## config.mk

```make
export PLATFORM = sky130hd
export DESIGN_NAME = latch_load_ctrl
export DESIGN_NICKNAME = d
export VERILOG_FILES = /design/src/rtl/latch_load_ctrl.sv
export SDC_FILE = /design/constraint.sdc
export NUM_CORES = 1
export LEC_CHECK = 0
export ABC_AREA = 1
export CORE_ASPECT_RATIO = 0.75
export CORE_MARGIN = 5
export CORE_UTILIZATION = 30
export CTS_BUF_LIST = sky130_fd_sc_hd__clkbuf_16
export CTS_CLUSTER_DIAMETER = 30
export CTS_CLUSTER_SIZE = 20
export DETAILED_ROUTE_END_ITERATION = 10
export GPL_ROUTABILITY_DRIVEN = 0
export HOLD_SLACK_MARGIN = 0.05
export PLACE_DENSITY = 0.54
export SLEW_MARGIN = 20
export SYNTH_ARGS = -nofsm -noshare
export SYNTH_HDL_FRONTEND = slang
export SYNTH_SLANG_ARGS = --single-unit
```

## constraint.sdc

```tcl
create_clock -name clk -period 1.5 [get_ports clk]
set_input_delay 0.15 -clock clk [delete_from_list [all_inputs] [get_ports clk]]
set_output_delay 0.15 -clock clk [all_outputs]
set_load 0.05 [all_outputs]
```

## src/rtl/latch_load_ctrl.sv

```systemverilog
// Load sequencer for a transparent latch: presents a word, then pulses the latch gate with programmable setup/pulse/hold margins.
// Latency: the gate rises SETUP_CYC edges after acceptance and done pulses SETUP_CYC+PULSE_CYC+HOLD_CYC edges after acceptance.
// Backpressure: s_ready is low from acceptance until completion; one word at a time, no queueing.
module latch_load_ctrl #(
    parameter int WIDTH     = 4,
    parameter int SETUP_CYC = 1,
    parameter int PULSE_CYC = 2,
    parameter int HOLD_CYC  = 1
) (
    input  logic             clk,
    input  logic             rst,
    input  logic             s_valid,
    input  logic [WIDTH-1:0] s_data,
    output logic             s_ready,
    output logic [WIDTH-1:0] lat_in,
    output logic             lat_ena,
    output logic             busy,
    output logic             done,
    output logic [WIDTH-1:0] last_data
);

    // A gate pulse of zero cycles would never open the latch, and the
    // phase counter is only 8 bits wide.
    if (WIDTH < 1) begin : g_bad_width
        $error("latch_load_ctrl: WIDTH must be at least 1");
    end
    if (PULSE_CYC < 1 || PULSE_CYC > 255) begin : g_bad_pulse
        $error("latch_load_ctrl: PULSE_CYC must be in 1..255");
    end
    if (SETUP_CYC < 0 || SETUP_CYC > 255) begin : g_bad_setup
        $error("latch_load_ctrl: SETUP_CYC must be in 0..255");
    end
    if (HOLD_CYC < 0 || HOLD_CYC > 255) begin : g_bad_hold
        $error("latch_load_ctrl: HOLD_CYC must be in 0..255");
    end

    typedef enum logic [1:0] {
        IDLE  = 2'd0,
        SETUP = 2'd1,
        PULSE = 2'd2,
        HOLD  = 2'd3
    } state_t;

    // Counter preload values: each phase runs for N cycles, so the counter
    // starts at N-1 and the phase ends on the edge where it reads zero.
    // The setup/hold preloads are only used when that phase is non-empty.
    localparam logic [7:0] SETUP_INIT = 8'(SETUP_CYC - 1);
    localparam logic [7:0] PULSE_INIT = 8'(PULSE_CYC - 1);
    localparam logic [7:0] HOLD_INIT  = 8'(HOLD_CYC - 1);

    state_t     state;
    logic [7:0] cnt;

    // busy follows the state register directly so it clears with the async reset.
    assign busy = (state != IDLE);

    // Sequencer: accepts a word, walks setup/pulse/hold, commits and reports completion.
    always_ff @(posedge clk or posedge rst) begin
        if (rst) begin
            state     <= IDLE;
            cnt       <= 8'd0;
            s_ready   <= 1'b0;
            lat_in    <= '0;
            lat_ena   <= 1'b0;
            done      <= 1'b0;
            last_data <= '0;
        end else begin
            done <= 1'b0;
            case (state)
                IDLE: begin
                    if (!s_ready) begin
                        // First edge out of reset: open for business,
                        // nothing can be accepted on this edge.
                        s_ready <= 1'b1;
                    end else if (s_valid) begin
                        lat_in  <= s_data;
                        s_ready <= 1'b0;
                        if (SETUP_CYC > 0) begin
                            state <= SETUP;
                            cnt   <= SETUP_INIT;
                        end else begin
                            // No setup margin: gate opens together with the
                            // new data, which is fine for a transparent latch.
                            state   <= PULSE;
                            cnt     <= PULSE_INIT;
                            lat_ena <= 1'b1;
                        end
                    end
                end

                SETUP: begin
                    if (cnt == 8'd0) begin
                        state   <= PULSE;
                        cnt     <= PULSE_INIT;
                        lat_ena <= 1'b1;
                    end else begin
                        cnt <= cnt - 8'd1;
                    end
                end

                PULSE: begin
                    if (cnt == 8'd0) begin
                        // Gate closes: the latch now holds lat_in, so that
                        // is the word committed downstream.
                        lat_ena   <= 1'b0;
                        last_data <= lat_in;
                        if (HOLD_CYC > 0) begin
                            state <= HOLD;
                            cnt   <= HOLD_INIT;
                        end else begin
                            state   <= IDLE;
                            done    <= 1'b1;
                            s_ready <= 1'b1;
                        end
                    end else begin
                        cnt <= cnt - 8'd1;
                    end
                end

                HOLD: begin
                    if (cnt == 8'd0) begin
                        state   <= IDLE;
                        done    <= 1'b1;
                        s_ready <= 1'b1;
                    end else begin
                        cnt <= cnt - 8'd1;
                    end
                end

                default: begin
                    state   <= IDLE;
                    lat_ena <= 1'b0;
                    s_ready <= 1'b0;
                end
            endcase
        end
    end

endmodule

```

==> out/metrics.yaml, run 1 <==
synth_top_area_share_pct: 44.9
rr_worst_depth: 5
ant_nets: 0
peakVddDrop_mv: 0.408
netlist-cell-type-count: 21
grt_pass1_wl_mm: 4.15
rows: 19
initial_core_util_pct: 31.6
synthCells: 133
reg2reg_to: "last_data[3]"
numCtsBuffers: 3
switching_share_pct: 18.5
clk_latency_ps: 250
io_buffers: 18
io_pins: 19
post_drt_wl_per_cell_um: 11.6
p_int_mw: 0.938
preCtsSetupSlack_ps: -34.2
drt_first_pass_iters: 4
drv_slew: 0
drt_wl_total_mm: 2.51
viasPerCell: 4.36
dp_hpwl_mm: 1.88
setup_violations: 0
syn-num-nets: 146
ys_seq_elements: 21
htree_levels: 1
r2r_slack_ps: 60
yosysSeqAreaShare_pct: 44.9
core_area_mm2: 0.00371
hold_violations: 0
power.switching_mw: 0.213
skew_ps: 2.05
synthTopCellsByArea: "dfrtp_1, nand2_1, ha_1"
status: "complete, no violations"
period_needed_ps: 1440
startpoint: "cnt[5]"
dieArea_mm2: 0.00527
cp.required_ps: 1640
grt_pass1_vias: 935
vias: 941
fin_hold_ws_ps: 236
antenna_cells: 0
reg2reg_from: "cnt[5]"
maxCapViolations: 0
power.leakage_nw: 0.815
seqPwrFrac_pct: 49.2
fmax_mhz: 696
critPathMaxFanout: 6
root_buffer: "clkbuf_16"
grt_max_degree: 22
start_kind: "register"
crit_path_end_kind: "register"
dieHeight_um: 64.1
hold_class: "in -> async"
power_density_mw_per_mm2: 717
post_route_cells_drive_above_1_share_pct: 38.4
max_slew_margin_pct: 81.4
worst_pin_slew_ps: 279
cts_tree: "built"
syn_avg_cell_area_um2: 8.81
share_comb_of_total_power_pct: 2.6
gr-usage-all-layers_pct: 10.4
power.share.clock_pct: 48.1
rsz0062_at_grt: "yes"
setup_slack_ps: 62.9
crit_type: "reg -> reg"
nets: 178
grt_antenna_before_repair: 0
drc: 0
cts_buffer_depth: 2
cp_data_arrival_time_ps: 1580
yosys.area.top_type: "dfrtp_1"
synth_area_mm2: 0.00117
finalCritPeriodShare_pct: 95.8
synthToLayoutAreaGrowth_pct: 37.0
die_w_um: 82.1
clk_pin_slew_ps: 50
drtIter0Drc: 20
cts_sinks: 21
ys_warn_count: 0
overflow: 0
-- critical path, stage by stage (launching register included) --
cell and delay (ps):
dfrtp_1 400, nor2_1 170, nand2_1 120, nor2_4 210, nand2_4 120, mux2_4 310
-- cell usage after synthesis --
library cell / instances
mux2_4: 3
nand2_1: 23
mux2_2: 3
nand4_1: 4
nor3_1: 2
nand2_2: 1
o211ai_1: 1
nor2_4: 2
nand2_4: 4
nor2_1: 13
nand3_4: 1
nor2_2: 4
inv_4: 1
inv_2: 6
a21oi_1: 3
o21ai_1: 1
ha_1: 6
dfrtp_1: 21
nand3_1: 9
inv_1: 17
o21ai_0: 8
-- final cells by class --
type                            instances  area (µm²)
Clock inverter                          1        3.75
Tap cell                               52        65.1
Timing Repair Buffer                   27         230
Multi-Input combinational cell         88         608
Fill cell                             365        2100
Inverter                               24        96.3
Sequential cell                        21         526
Clock buffer                            3        75.1
-- worst max path at each step --
stage	depth (start not counted)	to	slack, ps
6_report	5	last_data[3]	60
5_1_grt	10	cnt[3]	-20
4_1_cts	6	last_data[3]	3
3_5_place_dp	6	last_data[1]	-30
3_3_place_gp	6	last_data[3]	-30
2_1_floorplan	7	cnt[7]	10
-- per-layer routing --
| layer | vias to the layer above | GRT usage (%) | wire length (µm) |
|---|---|---|---|
| li1 | 486 | - | - |
| met2 | 12 | 15.2 | 1140 |
| met3 | 7 | 2.67 | 85 |
| met4 | 0 | 6.85 | 82 |
| met5 | - | 0 | 0 |
| met1 | 436 | 13.5 | 1200 |
-- stage by stage --
| stage | std cells | cell area (µm²) | setup TNS [ps] | util (%) | total power [mW] |
|---|---|---|---|---|---|
| floorplan | 133 | 1180 | 0 | - | 0.586 |
| global placement | 209 | 1450 | -80.0 | 39.2 | 0.607 |
| global route | 216 | 1600 | -56.4 | 43.3 | 1.20 |
| CTS | 213 | 1540 | 0 | 41.6 | 1.17 |
| finish | 216 | 1600 | 0 | 43.3 | 1.15 |
| detailed placement | 209 | 1450 | -99.2 | 39.2 | 0.607 |
-- power by group through the flow --
stage                     logic, mW  registers (mW)  clock network, mW
final                        0.0301           0.567              0.554
after global placement       0.0304           0.577                  0
after floorplan             0.00919           0.577                  0
after global routing         0.0342           0.566              0.595
after detailed placement     0.0306           0.577                  0
after CTS                    0.0308           0.567              0.575
-- cells by family after synthesis --
| family | count (synthesis) | synth area share [%] |
|---|---|---|
| compound gates | 13 | 5.77 |
| flops | 21 | 44.9 |
| mux | 6 | 6.73 |
| simple gates | 63 | 28.3 |
| fa+ha+maj | 6 | 6.41 |
| buf+inv | 24 | 7.91 |
-- state kept, by name (all words and copies together) (netlist names) --
signal     cells
lat_in         4
done           1
lat_ena        1
cnt            8
last_data      4
s_ready        1
state          2
-- cells in the final DEF (no fill, tap or decap), drive strengths merged --
cell / netlist / layout
inv: 24 / 24
nor2: 19 / 19
nand4: 4 / 4
clkbuf: 0 / 3
clkinvlp: 0 / 1
nand2: 28 / 28
dfrtp: 21 / 21
o21ai: 9 / 9
buf: 0 / 21
o211ai: 1 / 1
mux2: 6 / 6
clkdlybuf4s50: 0 / 6
nand3: 10 / 10
nor3: 2 / 2
ha: 6 / 6
a21oi: 3 / 3
-- repair_timing --
action	in CTS	in global routing
buffers inserted	0	3
resized for setup	3	11
hold buffers	0	0
endpoints found under the setup margin	7	17
pin swaps	2	5
(Power assumes the default switching activity.)
==> run 2: changes to the inputs <==
--- a/config.mk
+++ b/config.mk
@@ -16,6 +16,7 @@
 export GPL_ROUTABILITY_DRIVEN = 0
 export HOLD_SLACK_MARGIN = 0.05
 export PLACE_DENSITY = 0.54
+export SKIP_LAST_GASP = 1
 export SLEW_MARGIN = 20
 export SYNTH_ARGS = -nofsm -noshare
 export SYNTH_HDL_FRONTEND = slang
==> out/metrics.yaml, run 2 (same netlist as run 1, synthesis figures left out) <==
power_density_mw_per_mm2: 718  # +0.10%
routed.top_layer: "met4"
cts_buffer_depth: 2  # unchanged
switching_share_pct: 18.7  # +0.20 points
cts_sinks: 21  # unchanged
synthToLayoutAreaGrowth_pct: 37.2
met3_length_um: 75  # -12%
multi_input_area_um2: 611  # +0.41%
die_w_um: 82.1  # unchanged
ant_nets: 0  # unchanged
initial_core_util_pct: 31.6  # unchanged
viasPerCell: 4.31  # -1.1%
p_int_mw: 0.938  # about the same
critPathSlowestCell: "dfrtp_1"
io_buffers: 18  # unchanged
layout_common_cells: "nand2_1, dfrtp_1, buf_4, inv_1, nor2_1"
drtIter0Drc: 21  # +5.0%
setup-tns-final_ps: 0  # unchanged
critPathMaxFanout: 6  # unchanged
power.leakage_nw: 0.816  # +0.11%
overflow: 0  # unchanged
nets: 178  # unchanged
post_route_cells_drive_above_1_share_pct: 39.0  # +0.61 points
grt_antenna_before_repair: 0  # unchanged
fmax_mhz: 682  # -2.0%
max_slew_margin_pct: 81.2  # -0.17 points
largest_reg_flops: 8  # unchanged
peakVddDrop_mv: 0.408  # +0.10%
dieArea_mm2: 0.00527  # unchanged
met2_length_mm: 1.16  # +1.8%
hold_violations: 0  # unchanged
drt-met1-wl_mm: 1.20  # unchanged
clk_pin_slew_ps: 60  # about the same
dieHeight_um: 64.1  # unchanged
crit_chain: "inv_2, ha_4, nand3_2, nor2_4, nand2_4, mux2_4"
grt_pass1_vias: 930  # -0.53%
top_regs: "cnt (8), last_data (4), lat_in (4)"
maxCapViolations: 0  # unchanged
largest-register: "cnt"
rsz0062_at_grt: "yes"
placed_cell_area_mm2: 0.00145  # unchanged
post_drt_wl_per_cell_um: 11.7  # +0.48%
crit_path_end_kind: "register"
crit_type: "reg -> reg"
setup_violations: 0  # unchanged
drt_first_pass_iters: 4  # unchanged
cp.required_ps: 1640  # about the same
fill_cells: 366  # +0.27%
crit_family: "simple AND/OR/NAND/NOR gates"
core_area_mm2: 0.00371  # unchanged
worst_pin_slew_ps: 282  # +2.52 ps
hold_class: "in -> async"
final_area_mm2: 0.00161  # +0.16%
power.total_mw: 1.15  # +0.26%
stdcell_count: 216  # unchanged
numCtsBuffers: 3  # unchanged
cp_data_arrival_time_ps: 1610  # +30 ps
htree_levels: 1  # unchanged
max_stage_delay_ps: 380  # -20 ps
dp_hpwl_mm: 1.88  # unchanged
area.sequential_um2: 526  # unchanged
cts_tree: "built"
finish.utilization_pct: 43.3  # +0.067 points
grt_max_degree: 22  # unchanged
skew_ps: 1.59  # -0.462 ps
drv_slew: 0  # unchanged
ctsHoldBuffers: 0  # unchanged
place_inst: 209  # unchanged
io_pins: 19  # unchanged
antenna_cells: 0  # unchanged
rows: 19  # unchanged
start_kind: "register"
gr-usage-all-layers_pct: 10.4  # -0.029 points
vias: 931  # -1.1%
worst-path-buf-inv: 1  # +1
grt_pass1_wl_mm: 4.13  # -0.31%
seqPwrFrac_pct: 49.1  # about the same
root_buffer: "clkbuf_16"
drt_wl_total_mm: 2.52  # +0.48%
finalCritPeriodShare_pct: 97.8  # +2.0 points
power.share.clock_pct: 48.3  # +0.2 points
status: "complete, no violations"
drc: 0  # unchanged
period_needed_ps: 1470  # +30.0 ps
power.switching_mw: 0.216  # +1.4%
clk_latency_ps: 250  # about the same
share_comb_of_total_power_pct: 2.6  # about the same
## run 2: cell count changes in the layout (fill, tap and decap cells not counted)
cell | previous run | this run
nand2_1 | 22 | 21
nand2_2 | 2 | 3
## run 2: final timing paths
kind / start / end / slack, ps / cells past startpoint
worst min-delay path: rst / done / 240 / 3
max in group asynchronous: rst / cnt[2] / 1040 / 3
worst max-delay path: cnt[0] / last_data[3] / 30 / 6
worst max register to register: cnt[0] / last_data[3] / 30 / 6
worst min register to register: last_data[0] / last_data[0] / 500 / 2
min in group clk: s_data[0] / lat_in[0] / 490 / 3
## run 2: what timing repair did
action                                  CTS  global route
endpoints found under the setup margin    7            17
buffers inserted                          0             3
pin swaps                                 2             7
gates resized for setup                   2            13
## run 2: layout make-up
type / instances / share of cell area, %
Inverter: 24 / 6.00
Timing Repair Buffer: 27 / 14.3
Sequential cell: 21 / 32.7
Clock inverter: 1 / 0.234
Multi-Input combinational cell: 88 / 38.0
Tap cell: 52 / 4.05
Clock buffer: 3 / 4.67
## run 2: power by group through the flow
stage,Sequential (mW),Clock [mW],Combinational [mW]
after floorplan,0.577,0,0.00919
after global placement,0.577,0,0.0304
after detailed placement,0.577,0,0.0306
after CTS,0.567,0.575,0.0308
after global routing,0.566,0.595,0.0342
final,0.567,0.557,0.0302
## run 2: per-layer routing
metal | GRT usage [%] | up-vias
met5 | 0 | -
met4 | 6.85 | 0
met3 | 2.67 | 7
met2 | 15.2 | 10
met1 | 13.4 | 428
li1 | - | 486
## run 2: stage by stage
step,hold WS (ps),setup slack [ps]
3_3_place_gp,478,-27.6
4_1_cts,247,-18.0
6_report,237,32.9
5_1_grt,287,-16.7
2_1_floorplan,127,14.6
3_5_place_dp,493,-34.2
## run 2: tightest hold or removal path: stages
cell	delay (ps)
clkdlybuf4s50_1	400
inv_1	50
buf_4	280
